==> src/rtl/pipe_stage_reg.sv <==
// -----------------------------------------------------------------------------
// pipe_stage_reg
//
// Parametrised inter-stage pipeline register carrying a DATA_W-bit payload
// between two pipeline stages with a valid/ready handshake. Flush and stall
// controls are included, and a saturating counter records stalled cycles.
//
// With SKID = 1 a second (skid) entry absorbs the beat that arrives while the
// downstream is not ready. ready_o then depends only on local state and on
// flush_i. It never depends on ready_i or stall_i, which breaks the
// combinational ready chain between stages. With SKID = 0 there is a single
// entry and ready_o is a combinational function of the downstream ready.
//
// Ports:
//   clk_i        in   1       clock, all state changes on the rising edge
//   rst_i        in   1       asynchronous reset, active low
//   valid_i      in   1       upstream beat valid
//   data_i       in   DATA_W  upstream payload
//   ready_o      out  1       stage accepts a beat this cycle
//   flush_i      in   1       synchronous kill of held and incoming beats
//   stall_i      in   1       hazard hold, freezes the output beat
//   valid_o      out  1       output beat valid (registered)
//   data_o       out  DATA_W  output payload (registered)
//   ready_i      in   1       downstream accepts
//   stall_cnt_o  out  CNT_W   saturating count of stalled cycles
// -----------------------------------------------------------------------------
module pipe_stage_reg #(
  parameter int unsigned       DATA_W    = 64,
  parameter bit                SKID      = 1'b1,
  // Bubble payload: all zero except bits [31:26], which form the NOP opcode.
  parameter logic [DATA_W-1:0] FLUSH_VAL = DATA_W'(64'h0000_0000_FC00_0000),
  parameter int unsigned       CNT_W     = 16
) (
  input  logic              clk_i,
  input  logic              rst_i,
  input  logic              valid_i,
  input  logic [DATA_W-1:0] data_i,
  output logic              ready_o,
  input  logic              flush_i,
  input  logic              stall_i,
  output logic              valid_o,
  output logic [DATA_W-1:0] data_o,
  input  logic              ready_i,
  output logic [CNT_W-1:0]  stall_cnt_o
);

  // ---------------------------------------------------------------------------
  // State
  // ---------------------------------------------------------------------------
  logic              main_valid_q, main_valid_d;
  logic [DATA_W-1:0] main_data_q,  main_data_d;
  logic              skid_valid_q, skid_valid_d;
  logic [DATA_W-1:0] skid_data_q,  skid_data_d;
  logic [CNT_W-1:0]  stall_cnt_q,  stall_cnt_d;

  // ---------------------------------------------------------------------------
  // Handshake terms
  // ---------------------------------------------------------------------------
  logic rdy;        // downstream really takes the beat this cycle
  logic ready;      // internal copy of ready_o
  logic accept;     // upstream beat is consumed this cycle
  logic main_free;  // main entry can be overwritten this cycle

  assign rdy       = ready_i & ~stall_i;
  assign main_free = ~main_valid_q | rdy;

  // Flush forces ready so the upstream drops its beat, which is then discarded.
  // With a skid entry, ready is purely registered state (plus flush). This
  // keeps ready_i and stall_i out of the path. Without a skid entry, the stage
  // can only take a beat when the main entry frees up in the same cycle.
  generate
    if (SKID) begin : g_ready_skid
      assign ready = flush_i | ~skid_valid_q;
    end else begin : g_ready_single
      assign ready = flush_i | main_free;
    end
  endgenerate

  assign accept = valid_i & ready;

  // ---------------------------------------------------------------------------
  // Next-state logic
  // ---------------------------------------------------------------------------
  // NOTE: every _d signal is given its hold value first, so each path through
  // the if/else tree assigns every signal and no latch is inferred.
  always_comb begin
    main_valid_d = main_valid_q;
    main_data_d  = main_data_q;
    skid_valid_d = skid_valid_q;
    skid_data_d  = skid_data_q;

    if (flush_i) begin
      // Flush beats stall and handshake. Everything held or arriving is dropped.
      main_valid_d = 1'b0;
      main_data_d  = FLUSH_VAL;
      skid_valid_d = 1'b0;
      skid_data_d  = FLUSH_VAL;
    end else if (SKID) begin
      if (main_free) begin
        if (skid_valid_q) begin
          // The older beat waiting in the skid entry goes first to keep FIFO
          // order. ready was low, so no new beat can arrive in this cycle.
          main_valid_d = 1'b1;
          main_data_d  = skid_data_q;
          skid_valid_d = 1'b0;
        end else if (accept) begin
          main_valid_d = 1'b1;
          main_data_d  = data_i;
        end else begin
          main_valid_d = 1'b0;
        end
      end else if (accept) begin
        // Main is held. The skid entry must be empty here, because ready was high.
        skid_valid_d = 1'b1;
        skid_data_d  = data_i;
      end
    end else begin
      if (accept) begin
        // With no skid entry, ready implies main_free, so main can be overwritten.
        main_valid_d = 1'b1;
        main_data_d  = data_i;
      end else if (main_valid_q && rdy) begin
        main_valid_d = 1'b0;
      end
    end
  end

  // Stall counter: counts cycles where a valid beat is held back downstream.
  // It stops at all-ones instead of wrapping to zero.
  always_comb begin
    stall_cnt_d = stall_cnt_q;
    if (main_valid_q && !rdy && !flush_i && (stall_cnt_q != {CNT_W{1'b1}})) begin
      stall_cnt_d = stall_cnt_q + CNT_W'(1);
    end
  end

  // ---------------------------------------------------------------------------
  // Registers
  // ---------------------------------------------------------------------------
  // NOTE: the data registers are reset along with the valid flags, because
  // data_o must show the bubble payload right after reset, not X.
  always_ff @(posedge clk_i or negedge rst_i) begin
    if (!rst_i) begin
      // NOTE: sequential state uses non-blocking assignments only, so every
      // register samples its pre-edge inputs regardless of statement order.
      main_valid_q <= 1'b0;
      main_data_q  <= FLUSH_VAL;
      skid_valid_q <= 1'b0;
      skid_data_q  <= FLUSH_VAL;
      stall_cnt_q  <= '0;
    end else begin
      main_valid_q <= main_valid_d;
      main_data_q  <= main_data_d;
      skid_valid_q <= skid_valid_d;
      skid_data_q  <= skid_data_d;
      stall_cnt_q  <= stall_cnt_d;
    end
  end

  // ---------------------------------------------------------------------------
  // Outputs
  // ---------------------------------------------------------------------------
  assign ready_o     = ready;
  assign valid_o     = main_valid_q;
  assign data_o      = main_data_q;
  assign stall_cnt_o = stall_cnt_q;

endmodule

==> config.mk <==
export PLATFORM = sky130hd
export DESIGN_NAME = pipe_stage_reg
export DESIGN_NICKNAME = d
export VERILOG_FILES = /design/src/rtl/pipe_stage_reg.sv
export SDC_FILE = /design/constraint.sdc
export NUM_CORES = 1
export LEC_CHECK = 0
export BUFFER_PORTS_ARGS = -buffer_cell sky130_fd_sc_hd__buf_2
export CORE_MARGIN = 4
export CORE_UTILIZATION = 49
export CTS_CLUSTER_SIZE = 25
export DETAILED_ROUTE_END_ITERATION = 10
export PLACE_DENSITY = 0.75
export SYNTH_ARGS = -nofsm -noshare
export SYNTH_HDL_FRONTEND = slang
export SYNTH_SLANG_ARGS = --single-unit
==> constraint.sdc <==
create_clock -name clk_i -period 1.7 [get_ports clk_i]
set_clock_uncertainty 0.1 [all_clocks]
set_input_delay 0.17 -clock clk_i [delete_from_list [all_inputs] [get_ports clk_i]]
set_output_delay 0.17 -clock clk_i [all_outputs]
set_load 0.005 [all_outputs]
After elaboration in Yosys (flattened, before gate mapping)
Cells that the tools add are included.
Operators by class
  $add $sub $neg: 1
  equality and inequality tests: 2
  multiplexer cells: 13
  bitwise operators: 7
  reductions and logical operators: 11
Operators with widths (count)
  $mux 64: 6
  $add 16x1->16 const B: 1
  $ne 16x16->1 const B: 1
  $mux 1: 7
  $reduce_bool 3->1: 2
  $reduce_and 2->1: 2
  $reduce_bool 2->1: 2
  $logic_and 1x1->1: 3
  $not 1->1: 3
  $and 1x1->1: 2
  $logic_not 1->1: 2
  $ne 2x2->1 const B: 1
  $or 1x1->1: 2
Storage, ports and cells
  flip-flop bits (word level): 146
  input port bits: 70
  output and inout port bits: 82
  logic and storage cells: 39

Longest topological paths before layout
Gate-level depths: netlist of the first run.
  depth in word-level cells: 7
  mapped depth: 6
  mapped depth without buffers: 5

Least setup slack after synthesis of the first run
OpenSTA, ideal clock, no wires.
  path kind: reg-to-reg
  from: reg stall_cnt_q[0] (netlist: stall_cnt_o[0])
  to: reg stall_cnt_q[6] (netlist: stall_cnt_o[6])
  library setup time: 0.139 ns
  arrival time: 1.488 ns
  required time: 1.461 ns
  setup slack: -0.027 ns
  cell stages (with the launch flop): 7
  buffers on the path: 1
  clock period less this slack: 1.727 ns
  path through: dfrtp_1 -> ha_1 -> nand4_1 -> nor4_1 -> buf_2 -> nor4b_1 -> xor2_1
Between the ends
  longest elaborated chain between the ends: 2
  elaborated cells between the ends (all ways): 3
  those cells by class: add/sub (1); eq/ne (1); reduce/logical (1)
Ends and longest elaborated chain
  from (decl): line 54  | logic [CNT_W-1:0] stall_cnt_q, stall_cnt_d;
  from (signal assigned): line 156  | stall_cnt_q <= stall_cnt_d;
  parallel branches: the longest is 2 deep, another holds $add 16x1->16
Several ways; the timed one is not identified.
A chain may end at the register's enable or synchronous reset.

Final worst setup path of the first run
  from: reg stall_cnt_q[1] (netlist: stall_cnt_o[1])
  to: reg stall_cnt_q[7] (netlist: stall_cnt_o[7])
The elaborated chain is that of the path after synthesis.

==> results of run 1 <==
-- repair_timing --
| item | 4_1_cts | 5_1_grt |
|---|---|---|
| buffers inserted | 1 | 12 |
| pin swaps | 3 | 7 |
| hold buffers | 66 | 0 |
| endpoints found under the hold margin | 224 | 0 |
| gates resized for setup | 12 | 28 |
| gates cloned | 1 | 6 |
| setup endpoints to repair | 14 | 76 |
-- cell families (layout without fill, tap and decap cells) --
| group | Yosys count | in the layout |
|---|---|---|
| AO/OA/AOI/OAI | 125 | 125 |
| XOR/XNOR | 15 | 15 |
| adder cells (fa/ha/maj) | 1 | 1 |
| buffers and inverters | 51 | 295 |
| flip-flops | 146 | 146 |
| multiplexers | 65 | 65 |
| AND/OR/NAND/NOR | 241 | 241 |
-- per-layer routing --
metal / routed length [um] / share of wire / vias to the layer above
li1: - / - / 2691
met1: 7710 / 0.41 / 2894
met2: 9610 / 0.51 / 208
met3: 992 / 0.053 / 42
met4: 381 / 0.020 / 0
met5: 0 / 0 / -
-- critical path, delay by kind of cell, from the launching register on --
family	cells	cell delay [ns]
XOR/XNOR	1	0.15
adder cells (fa/ha/maj)	1	0.19
buffers and inverters	1	0.25
flip-flops	1	0.35
AND/OR/NAND/NOR	3	0.60
-- per-stage QoR --
| step | hold WS [ns] | std cells |
|---|---|---|
| after detailed placement | 0.0379 | 944 |
| after global routing | 0.188 | 1060 |
| after CTS | 0.158 | 1043 |
| final | 0.161 | 1060 |
| after floorplan | -0.226 | 644 |
| after global placement | 0.0324 | 944 |
-- area by class of cell --
type	instances	area, sq um	share of cell area
Multi-Input combinational cell	447	2820	0.304
Sequential cell	146	3670	0.397
Clock inverter	5	75.1	0.00812
Timing Repair Buffer	264	1970	0.213
Tap cell	172	215	0.0233
Clock buffer	26	499	0.0540
-- worst max-delay path by stage --
stage                                        endpoint  slack [ns]  depth (start not counted)                       start
after global placement     stall_cnt_o[6]$_DFFE_PN0P_        0.04                          6  stall_cnt_o[0]$_DFFE_PN0P_
final                      stall_cnt_o[7]$_DFFE_PN0P_       -0.08                          6  stall_cnt_o[1]$_DFFE_PN0P_
after CTS                 stall_cnt_o[12]$_DFFE_PN0P_      0.0002                          5  stall_cnt_o[0]$_DFFE_PN0P_
after floorplan            stall_cnt_o[2]$_DFFE_PN0P_       0.008                          6  stall_cnt_o[0]$_DFFE_PN0P_
after global routing       stall_cnt_o[2]$_DFFE_PN0P_       -0.18                          6  stall_cnt_o[1]$_DFFE_PN0P_
after detailed placement   stall_cnt_o[6]$_DFFE_PN0P_       -0.03                          6  stall_cnt_o[0]$_DFFE_PN0P_
-- Yosys cell counts, types with 5 or more instances --
library cell / n / share of area
a211oi_1: 58 / 0.067
mux2i_1: 64 / 0.098
dfstp_2: 12 / 0.048
nand3_1: 5 / 0.0038
nand2_1: 133 / 0.076
buf_1: 6 / 0.0034
xor2_1: 15 / 0.020
dfrtp_1: 134 / 0.51
nand4_1: 5 / 0.0048
nand3b_1: 6 / 0.0069
buf_2: 16 / 0.012
a21oi_1: 58 / 0.044
nor2_1: 69 / 0.040
clkbuf_1: 29 / 0.017
a211o_1: 6 / 0.0080
-- power by group --
group          total, uW  internal, uW  leakage [uW]  switching [uW]
Clock               3670          2300      0.000284            1370
Combinational       1600           774       0.00203             830
Sequential          3940          3760       0.00192             180
-- flip-flops by register name, indices dropped and copies added, names as in the netlist --
signal,flops
data_o,64
stall_cnt_o,16
skid_data_q,64
valid_o,1
skid_valid_q,1
==> summary.txt, run 1 <==
STA
  • Peak Freq: 0.561 GHz
  • Final setup fails: 14
  • RSZ-0062 raised after global routing: true
  • Slew of the pin with the lowest slew margin: 0.656 ns
  • Slew headroom: 0.562
  • Slew Limit Fails: 0
  • Setup ws final: -0.0823 ns
  • Final Hold Vio Count: 0
  • Final min period: 1.78 ns
  • Period utilization: 1.05
  • TNS Setup: -0.487 ns

Floorplan
  • Die span in y: 123 um
  • Initial core utilization: 0.509
  • Die area: 15200 sq um
  • Die W: 123 um
  • Num ports: 152
  • Row count: 41
  • Core area: 12800 sq um

Route
  • DR vias/cell: 5.50
  • Routed WL: 18700 um
  • DRC: 0
  • DR WL/cell: 17.6 um
  • Post-route ant nets: 0
  • TritonRoute pass-1 iters: 5
  • Vias: 5835
  • DR iter-0 viols: 540

Worst setup path
  • CP max stage cell: dfrtp_1
  • CP max FO: 5
  • CP Capture Type: register
  • R2R cell count: 6
  • CP max stage delay: 0.35 ns
  • FF-to-FF Start: stall_cnt_o[1]$_DFFE_PN0P_
  • Kind of critical path: reg2reg
  • Worst EP arrival: 1.97 ns
  • FF-to-FF End: stall_cnt_o[7]$_DFFE_PN0P_
  • Crit path required time: 1.88 ns
  • Worst-path cell chain: ha_2 > nand4_1 > nor4_4 > buf_4 > nor4_1 > xor2_1
  • Nature of the critical path startpoint: register
  • R2r setup slk: -0.08 ns

Run status
  • Outcome: finished with violations
  • Failing checks: negative setup slack

Logic synthesis
  • Ys Warns: 0
  • Seq/Total Area, Yosys: 0.562
  • Adder-cell share of the synthesized area: 0.00192
  • Synth Register Bits: 146
  • Netlist cell types: 33
  • Mapped cell area: 6530 sq um
  • Simple-gate share of the synthesized area: 0.162
  • Syn_area_per_cell: 10.1 sq um
  • Post-synthesis compound-gate area fraction: 0.122
  • Mapped Cells: 644
  • Predominant post-synthesis flop cell: dfrtp_1
  • Async S/R FF share, synth: 1.00
  • Syn Nets: 715
  • Combinational family with the most area after synthesis: simple AND/OR/NAND/NOR gates
  • EDFF count, synth: 0
  • Xor/xnor cell area share of the yosys netlist: 0.0201
  • Multiplexer share of the synthesized area: 0.0998

GRT
  • Vias in the first global route: 5755
  • Initial antenna violation count: 0
  • Routing usage on met1: 0.306
  • First-pass GRT wire length: 28700 um
  • Met2 usage: 0.406
  • Grt total ovfl: 0
  • M3 GR Usage: 0.0517
  • GRT Max-Usage Layer: met2
  • GRT Resource Usage Total: 0.240
  • Largest net degree at the start of global routing: 131

Clocking
  • H-tree depth: 4
  • CTS tree: yes
  • CTS max path bufs: 2
  • Clock Latency Late Sink: 0.42 ns
  • CTS Buf Count: 17
  • CTS sink cnt: 146
  • Clock-pin slew on the worst setup and hold paths: 0.06 ns
  • Clock root buffer: clkbuf_16

Power
  • Total Power: 9220 uW
  • Leak: 0.00424 uW
  • PwrDens: 997 nW/um^2
  • Maximum vdd drop: 787 uV

Finish
  • Area delta synth->final: 41.6%
  • Layout fillers: 895
  • Highest-count cells in the layout ignoring fill and taps: 149 x buf_2, 133 x nand2_1, 133 x dfrtp_1
  • Ant. Diodes: 0
  • Commonest non-fill, non-tap cell in the layout: buf_2
  • Share of layout cells above drive strength 1: 0.307
  • Core Util, Final: 0.721
  • Fin nets: 947
  • Design Area, Final: 9250 sq um

Placement
  • Placed cell area: 7620 sq um
  • Port Buffer Count: 151
  • Placer Congestion: 0.841
  • Place WS: -0.0254 ns
  • Post-DP HPWL: 10200 um

Hold path
  • Worst Hold Class: in2async

Flow run
  • Max-cap violations: 0
(Power assumes the default switching activity.)
==> run 2: changes to the inputs <==
--- a/config.mk
+++ b/config.mk
@@ -7,10 +7,10 @@
 export LEC_CHECK = 0
 export BUFFER_PORTS_ARGS = -buffer_cell sky130_fd_sc_hd__buf_2
 export CORE_MARGIN = 4
-export CORE_UTILIZATION = 49
+export CORE_UTILIZATION = 54
 export CTS_CLUSTER_SIZE = 25
 export DETAILED_ROUTE_END_ITERATION = 10
-export PLACE_DENSITY = 0.75
+export PLACE_DENSITY = 0.78
 export SYNTH_ARGS = -nofsm -noshare
 export SYNTH_HDL_FRONTEND = slang
 export SYNTH_SLANG_ARGS = --single-unit
==> constraint.sdc (replaced) <==
create_clock -name clk_i -period 1.9 [get_ports clk_i]
set_clock_uncertainty 0.1 [all_clocks]
set_input_delay 0.19 -clock clk_i [delete_from_list [all_inputs] [get_ports clk_i]]
set_output_delay 0.19 -clock clk_i [all_outputs]
set_load 0.005 [all_outputs]
==> summary.txt, run 2 (synthesis gave the netlist of run 1 again) <==
Worst setup path
  • Nature of the critical path startpoint: register (unchanged)
  • WP buf/inv: 1 (unchanged)
  • Worst EP arrival: 2.05 ns (was 1.97 ns)
  • FF-to-FF Start: stall_cnt_o[1]$_DFFE_PN0P_ (unchanged)
  • CP max stage delay: 0.39 ns (was 0.35 ns)
  • CP max FO: 5 (unchanged)
  • Crit-path leading delay family: simple AND/OR/NAND/NOR gates (unchanged)
  • Worst-path cell chain: ha_1 > nand4_1 > nor4_4 > buf_4 > nor4_2 > xor2_1 (was ha_2 > nand4_1 > nor4_4 > buf_4 > nor4_1 > xor2_1)
  • FF-to-FF End: stall_cnt_o[13]$_DFFE_PN0P_ (was stall_cnt_o[7]$_DFFE_PN0P_)
  • R2r setup slk: 0.02 ns (was -0.08 ns)
  • Crit path required time: 2.07 ns (was 1.88 ns)
  • CP Capture Type: register (unchanged)
  • R2R cell count: 6 (unchanged)
  • Kind of critical path: reg2reg (unchanged)
  • CP Depth: 6 (unchanged)
  • CP max stage cell: dfrtp_1 (unchanged)

Run status
  • Outcome: finished clean (was finished with violations)

Finish
  • Share of layout cells above drive strength 1: 0.258 (was 0.307)
  • Layout fillers: 757 (was 895)
  • Fin nets: 917 (was 947)
  • Core Util, Final: 0.759 (was 0.721)
  • Area occupied by multi-input gates: 2700 sq um (was 2820 sq um)
  • Area delta synth->final: 34.9% (was 41.6%)
  • FF+latch area: 3670 sq um (unchanged)
  • Design Area, Final: 8810 sq um (was 9250 sq um)
  • Commonest non-fill, non-tap cell in the layout: buf_2 (unchanged)
  • Final std cells w/o fill: 1003 (was 1060)
  • Highest-count cells in the layout ignoring fill and taps: 149 x buf_2, 133 x nand2_1, 133 x dfrtp_1 (unchanged)

Clocking
  • H-tree depth: 4 (unchanged)
  • CTS tree: yes (unchanged)
  • Clock-pin slew on the worst setup and hold paths: 0.06 ns (about the same)
  • CTS Buf Count: 17 (unchanged)
  • Clock root buffer: clkbuf_16 (unchanged)
  • Clock Latency Late Sink: 0.42 ns (about the same)
  • CTS max path bufs: 2 (unchanged)
  • CTS sink cnt: 146 (unchanged)

Hold path
  • Hold_sp: flush_i
  • WHS Endpoint: skid_valid_q$_DFFE_PN0P_
  • Min-Delay Path Depth: 3
  • Worst Hold Class: in2reg (was in2async)

STA
  • Final Hold Vio Count: 0 (unchanged)
  • Final min period: 1.88 ns (was 1.78 ns)
  • Final setup fails: 0 (was 14)
  • Peak Freq: 0.531 GHz (was 0.561 GHz)
  • Setup ws final: 0.0181 ns (was -0.0823 ns)
  • Period utilization: 0.990 (was 1.05)
  • Slew headroom: 0.622 (was 0.562)
  • Slew of the pin with the lowest slew margin: 0.566 ns (was 0.656 ns)
  • Slew Limit Fails: 0 (unchanged)
  • TNS Setup: 0 ns (was -0.487 ns)

Placement
  • Placed Cells incl. Taps: 902 (was 944)
  • Post-DP HPWL: 9950 um (was 10200 um)
  • Port Buffer Count: 151 (unchanged)
  • Placer Congestion: 0.810 (was 0.841)
  • Placed cell area: 7510 sq um (was 7620 sq um)
  • Place WS: 0.119 ns (was -0.0254 ns)

Floorplan
  • Num ports: 152 (unchanged)
  • Row count: 39 (was 41)
  • Initial core utilization: 0.562 (was 0.509)
  • Die W: 118 um (was 123 um)
  • Die area: 13900 sq um (was 15200 sq um)
  • Core area: 11600 sq um (was 12800 sq um)
  • Die span in y: 118 um (was 123 um)

Power
  • Leak: 0.00406 uW (was 0.00424 uW)
  • Maximum vdd drop: 588 uV (was 787 uV)
  • PwrDens: 920 nW/um^2 (was 997 nW/um^2)

Route
  • Post-route ant nets: 0 (unchanged)
  • Routed WL: 17200 um (was 18700 um)
  • TritonRoute pass-1 iters: 7 (was 5)
  • DR vias/cell: 5.60 (was 5.50)
  • Vias: 5612 (was 5835)
  • DR WL/cell: 17.1 um (was 17.6 um)
  • DRC: 0 (unchanged)
  • DR iter-0 viols: 449 (was 540)

GRT
  • Vias in the first global route: 5676 (was 5755)
  • First-pass GRT wire length: 28900 um (was 28700 um)
  • Grt total ovfl: 0 (unchanged)
  • GRT Resource Usage Total: 0.255 (was 0.240)
  • Largest net degree at the start of global routing: 131 (unchanged)
  • Initial antenna violation count: 1 (was 0)

Flow run
  • Max-cap violations: 0 (unchanged)
==> run 2: worst max-delay path by stage <==
stage	slack (ns)	from	endpoint
final	0.02	stall_cnt_o[1]$_DFFE_PN0P_	stall_cnt_o[13]$_DFFE_PN0P_
after global routing	-0.07	stall_cnt_o[1]$_DFFE_PN0P_	stall_cnt_o[13]$_DFFE_PN0P_
after CTS	0.1	stall_cnt_o[1]$_DFFE_PN0P_	stall_cnt_o[2]$_DFFE_PN0P_
after detailed placement	0.12	stall_cnt_o[1]$_DFFE_PN0P_	stall_cnt_o[2]$_DFFE_PN0P_
after global placement	0.20	stall_cnt_o[1]$_DFFE_PN0P_	stall_cnt_o[9]$_DFFE_PN0P_
after floorplan	0.17	stall_cnt_o[0]$_DFFE_PN0P_	stall_cnt_o[6]$_DFFE_PN0P_
==> run 2: routing by layer <==
metal | vias up | share of wire | track usage
met5 | - | 0 | 0
met4 | 0 | 0.026 | 0.0996
met3 | 39 | 0.058 | 0.0620
met2 | 209 | 0.51 | 0.422
met1 | 2731 | 0.40 | 0.325
li1 | 2633 | - | -
==> run 2: cell type report <==
| cell class | instances | share of cell area |
|---|---|---|
| tap | 143 | 0.0203 |
| timing repair buffer | 234 | 0.189 |
| antenna | 1 | 0.000284 |
| sequential | 146 | 0.417 |
| clock buffer | 21 | 0.0523 |
| multi-input combinational | 447 | 0.306 |
| clock inverter | 11 | 0.0153 |
==> run 2: worst min-delay path: stages <==
cell	delay [ns]
buf_4	0.10
nand3b_4	0.28
nor2_1	0.07
==> run 2: repair_timing <==
action | 4_1_cts | 5_1_grt
hold endpoints to repair | 193 | 0
resized for setup | 0 | 9
endpoints found under the setup margin | 0 | 13
hold buffers | 66 | 0
setup buffers | 0 | 1
==> run 2: report_power, final <==
group          internal [uW]  switching, uW  leakage (uW)
Combinational            566            659       0.00184
Sequential              3370            172       0.00192
Clock                   2120           1230      0.000294
Total                   6050           2060       0.00406
==> run 2: stage by stage <==
stage / hold slack [ns] / total power [uW]
after CTS: 0.127 / 8160
after floorplan: -0.206 / 4140
after global placement: 0.0399 / 4640
after global routing: 0.182 / 8500
after detailed placement: 0.0485 / 4700
final: 0.167 / 8110
==> run 3: changes to the inputs <==
--- a/config.mk
+++ b/config.mk
@@ -5,7 +5,7 @@
 export SDC_FILE = /design/constraint.sdc
 export NUM_CORES = 1
 export LEC_CHECK = 0
-export BUFFER_PORTS_ARGS = -buffer_cell sky130_fd_sc_hd__buf_2
+export BUFFER_PORTS_ARGS = -buffer_cell sky130_fd_sc_hd__buf_4
 export CORE_MARGIN = 4
 export CORE_UTILIZATION = 54
 export CTS_CLUSTER_SIZE = 25
==> summary.txt, run 3 (synthesis gave the netlist of run 1 again) <==
Finish
  • Core Util, Final: 0.784 (was 0.759)
  • Layout fillers: 734 (was 757)
  • Ant. Diodes: 0 (was 1)
  • Share of layout cells above drive strength 1: 0.252 (was 0.258)
  • Fin nets: 919 (was 917)
  • Area delta synth->final: 39.4% (was 34.9%)
  • Highest-count cells in the layout ignoring fill and taps: 163 x buf_4, 133 x nand2_1, 133 x dfrtp_1 (was 149 x buf_2, 133 x nand2_1, 133 x dfrtp_1)
  • Commonest non-fill, non-tap cell in the layout: buf_4 (was buf_2)

Power
  • Maximum vdd drop: 681 uV (was 588 uV)
  • Switch share: 0.255 (was 0.254)
  • Logic pwr share: 0.170 (was 0.151)
  • Clock power share: 0.394 (was 0.412)
  • Seq pwr share: 0.436 (was 0.437)
  • Switching pwr: 2080 uW (was 2060 uW)
  • Int Power: 6060 uW (was 6050 uW)
  • Leak: 0.00412 uW (was 0.00406 uW)
  • PwrDens: 894 nW/um^2 (was 920 nW/um^2)

Route
  • Post-route ant nets: 0 (unchanged)
  • Routed WL: 17400 um (was 17200 um)
  • DR vias/cell: 5.57 (was 5.60)
  • Vias: 5590 (was 5612)
  • DR WL/cell: 17.4 um (was 17.1 um)
  • DRC: 0 (unchanged)
  • DR iter-0 viols: 491 (was 449)
  • TritonRoute pass-1 iters: 5 (was 7)

Clocking
  • CTS max path bufs: 2 (unchanged)
  • CTS Buf Count: 17 (unchanged)
  • Clock Latency Late Sink: 0.41 ns (was 0.42 ns)
  • H-tree depth: 4 (unchanged)
  • CTS tree: yes (unchanged)
  • Clock-pin slew on the worst setup and hold paths: 0.06 ns (about the same)
  • CTS sink cnt: 146 (unchanged)
  • Clock root buffer: clkbuf_16 (unchanged)

STA
  • Slew headroom: 0.627 (was 0.622)
  • TNS Setup: 0 ns (unchanged)
  • Final min period: 1.89 ns (was 1.88 ns)
  • Peak Freq: 0.530 GHz (was 0.531 GHz)
  • Min Hold Slack: 0.0311 ns (was 0.167 ns)
  • Final setup fails: 0 (unchanged)
  • Slew Limit Fails: 0 (unchanged)
  • Setup ws final: 0.0134 ns (was 0.0181 ns)
  • Final Hold Vio Count: 0 (unchanged)
  • Period utilization: 0.993 (was 0.990)
  • RSZ-0062 raised after global routing: true
  • Slew of the pin with the lowest slew margin: 0.560 ns (was 0.566 ns)

Floorplan
  • Die W: 118 um (unchanged)
  • Die area: 13900 sq um (unchanged)
  • Initial core utilization: 0.562 (unchanged)
  • Num ports: 152 (unchanged)
  • Core area: 11600 sq um (unchanged)
  • Die span in y: 118 um (unchanged)
  • Row count: 39 (unchanged)

Worst setup path
  • Crit path launch: stall_cnt_o[0]$_DFFE_PN0P_ (was stall_cnt_o[1]$_DFFE_PN0P_)
  • CP max FO: 4 (was 5)
  • CP Capture Type: register (unchanged)
  • Kind of critical path: reg2reg (unchanged)
  • FF-to-FF Start: stall_cnt_o[0]$_DFFE_PN0P_ (was stall_cnt_o[1]$_DFFE_PN0P_)
  • Nature of the critical path startpoint: register (unchanged)
  • Worst EP arrival: 2.12 ns (was 2.05 ns)
  • Crit path required time: 2.13 ns (was 2.07 ns)

GRT
  • GRT Resource Usage Total: 0.254 (was 0.255)
  • First-pass GRT wire length: 28800 um (was 28900 um)
  • Grt total ovfl: 0 (unchanged)
  • Largest net degree at the start of global routing: 131 (unchanged)
  • Vias in the first global route: 5776 (was 5676)
  • Initial antenna violation count: 0 (was 1)

Placement
  • Place WS: 0.141 ns (was 0.119 ns)
  • Port Buffer Count: 151 (unchanged)
  • Placer Congestion: 0.813 (was 0.810)
  • Post-DP HPWL: 10300 um (was 9950 um)

Run status
  • Outcome: finished clean (unchanged)

Flow run
  • Max-cap violations: 0 (unchanged)

Hold path
  • Worst Hold Class: in2reg (unchanged)
  • Hold_sp: valid_i (was flush_i)
-- run 3: cell count changes in the layout (fill, tap and decap cells not counted), sizes merged --
cell         before  now
clkinvlp          1    0
bufinv            3    2
clkbuf           21   26
clkinv            7    4
diode             1    0
buf             168  171
dlygate4sd3      66   65
-- run 3: worst max-delay path, stage by stage, from the launching register on --
cell,delay [ns]
dfrtp_1,0.36
ha_1,0.19
nand4_1,0.23
or2_1,0.34
nor4b_1,0.39
xor2_1,0.19
-- run 3: worst paths after layout --
path | slack [ns] | endpoint | cells after the start
worst max register to register | 0.01 | stall_cnt_o[12]$_DFFE_PN0P_ | 5
worst min register to register | 0.39 | skid_data_q[28]$_DFFE_PN1P_ | 2
worst max-delay path | 0.01 | stall_cnt_o[12]$_DFFE_PN0P_ | 5
min in group asynchronous | 0.20 | stall_cnt_o[10]$_DFFE_PN0P_ | 2
worst min-delay path | 0.03 | skid_valid_q$_DFFE_PN0P_ | 3
max in group asynchronous | 0.83 | data_o[40]$_DFFE_PN0P_ | 3
-- run 3: what timing repair did --
item	4_1_cts	5_1_grt
setup endpoints to repair	0	8
hold buffers	65	0
gates resized for setup	0	2
hold endpoints to repair	108	0
setup buffers	0	3
-- run 3: layer usage --
layer / global-route usage / vias up / share of wire
li1: - / 2639 / -
met1: 0.325 / 2710 / 0.41
met2: 0.421 / 206 / 0.51
met3: 0.0610 / 35 / 0.057
met4: 0.0938 / 0 / 0.024
met5: 0 / - / 0
-- run 3: final cells by class --
| class | count | area, sq um | area share |
|---|---|---|---|
| flip-flops and latches | 146 | 3670 | 0.403 |
| multi-input cells | 447 | 2680 | 0.294 |
| clock buffers | 26 | 479 | 0.0526 |
| repair buffers | 236 | 2020 | 0.222 |
| well taps | 143 | 179 | 0.0197 |
| clock inverters | 6 | 80.1 | 0.00880 |
-- run 3: power groups by stage --
stage | registers, uW | clock network [uW] | logic, uW
after floorplan | 3590 | 0 | 553
after detailed placement | 3590 | 0 | 1250
after CTS | 3550 | 3250 | 1380
after global placement | 3580 | 0 | 1210
after global routing | 3580 | 3410 | 1510
final | 3550 | 3210 | 1380
-- run 3: per-stage QoR --
stage | cells | area, sq um | power, uW
2_1_floorplan | 644 | 6530 | 4140
3_3_place_gp | 904 | 7860 | 4790
3_5_place_dp | 904 | 7860 | 4850
4_1_cts | 1001 | 9070 | 8180
5_1_grt | 1004 | 9100 | 8500
6_report | 1004 | 9100 | 8140
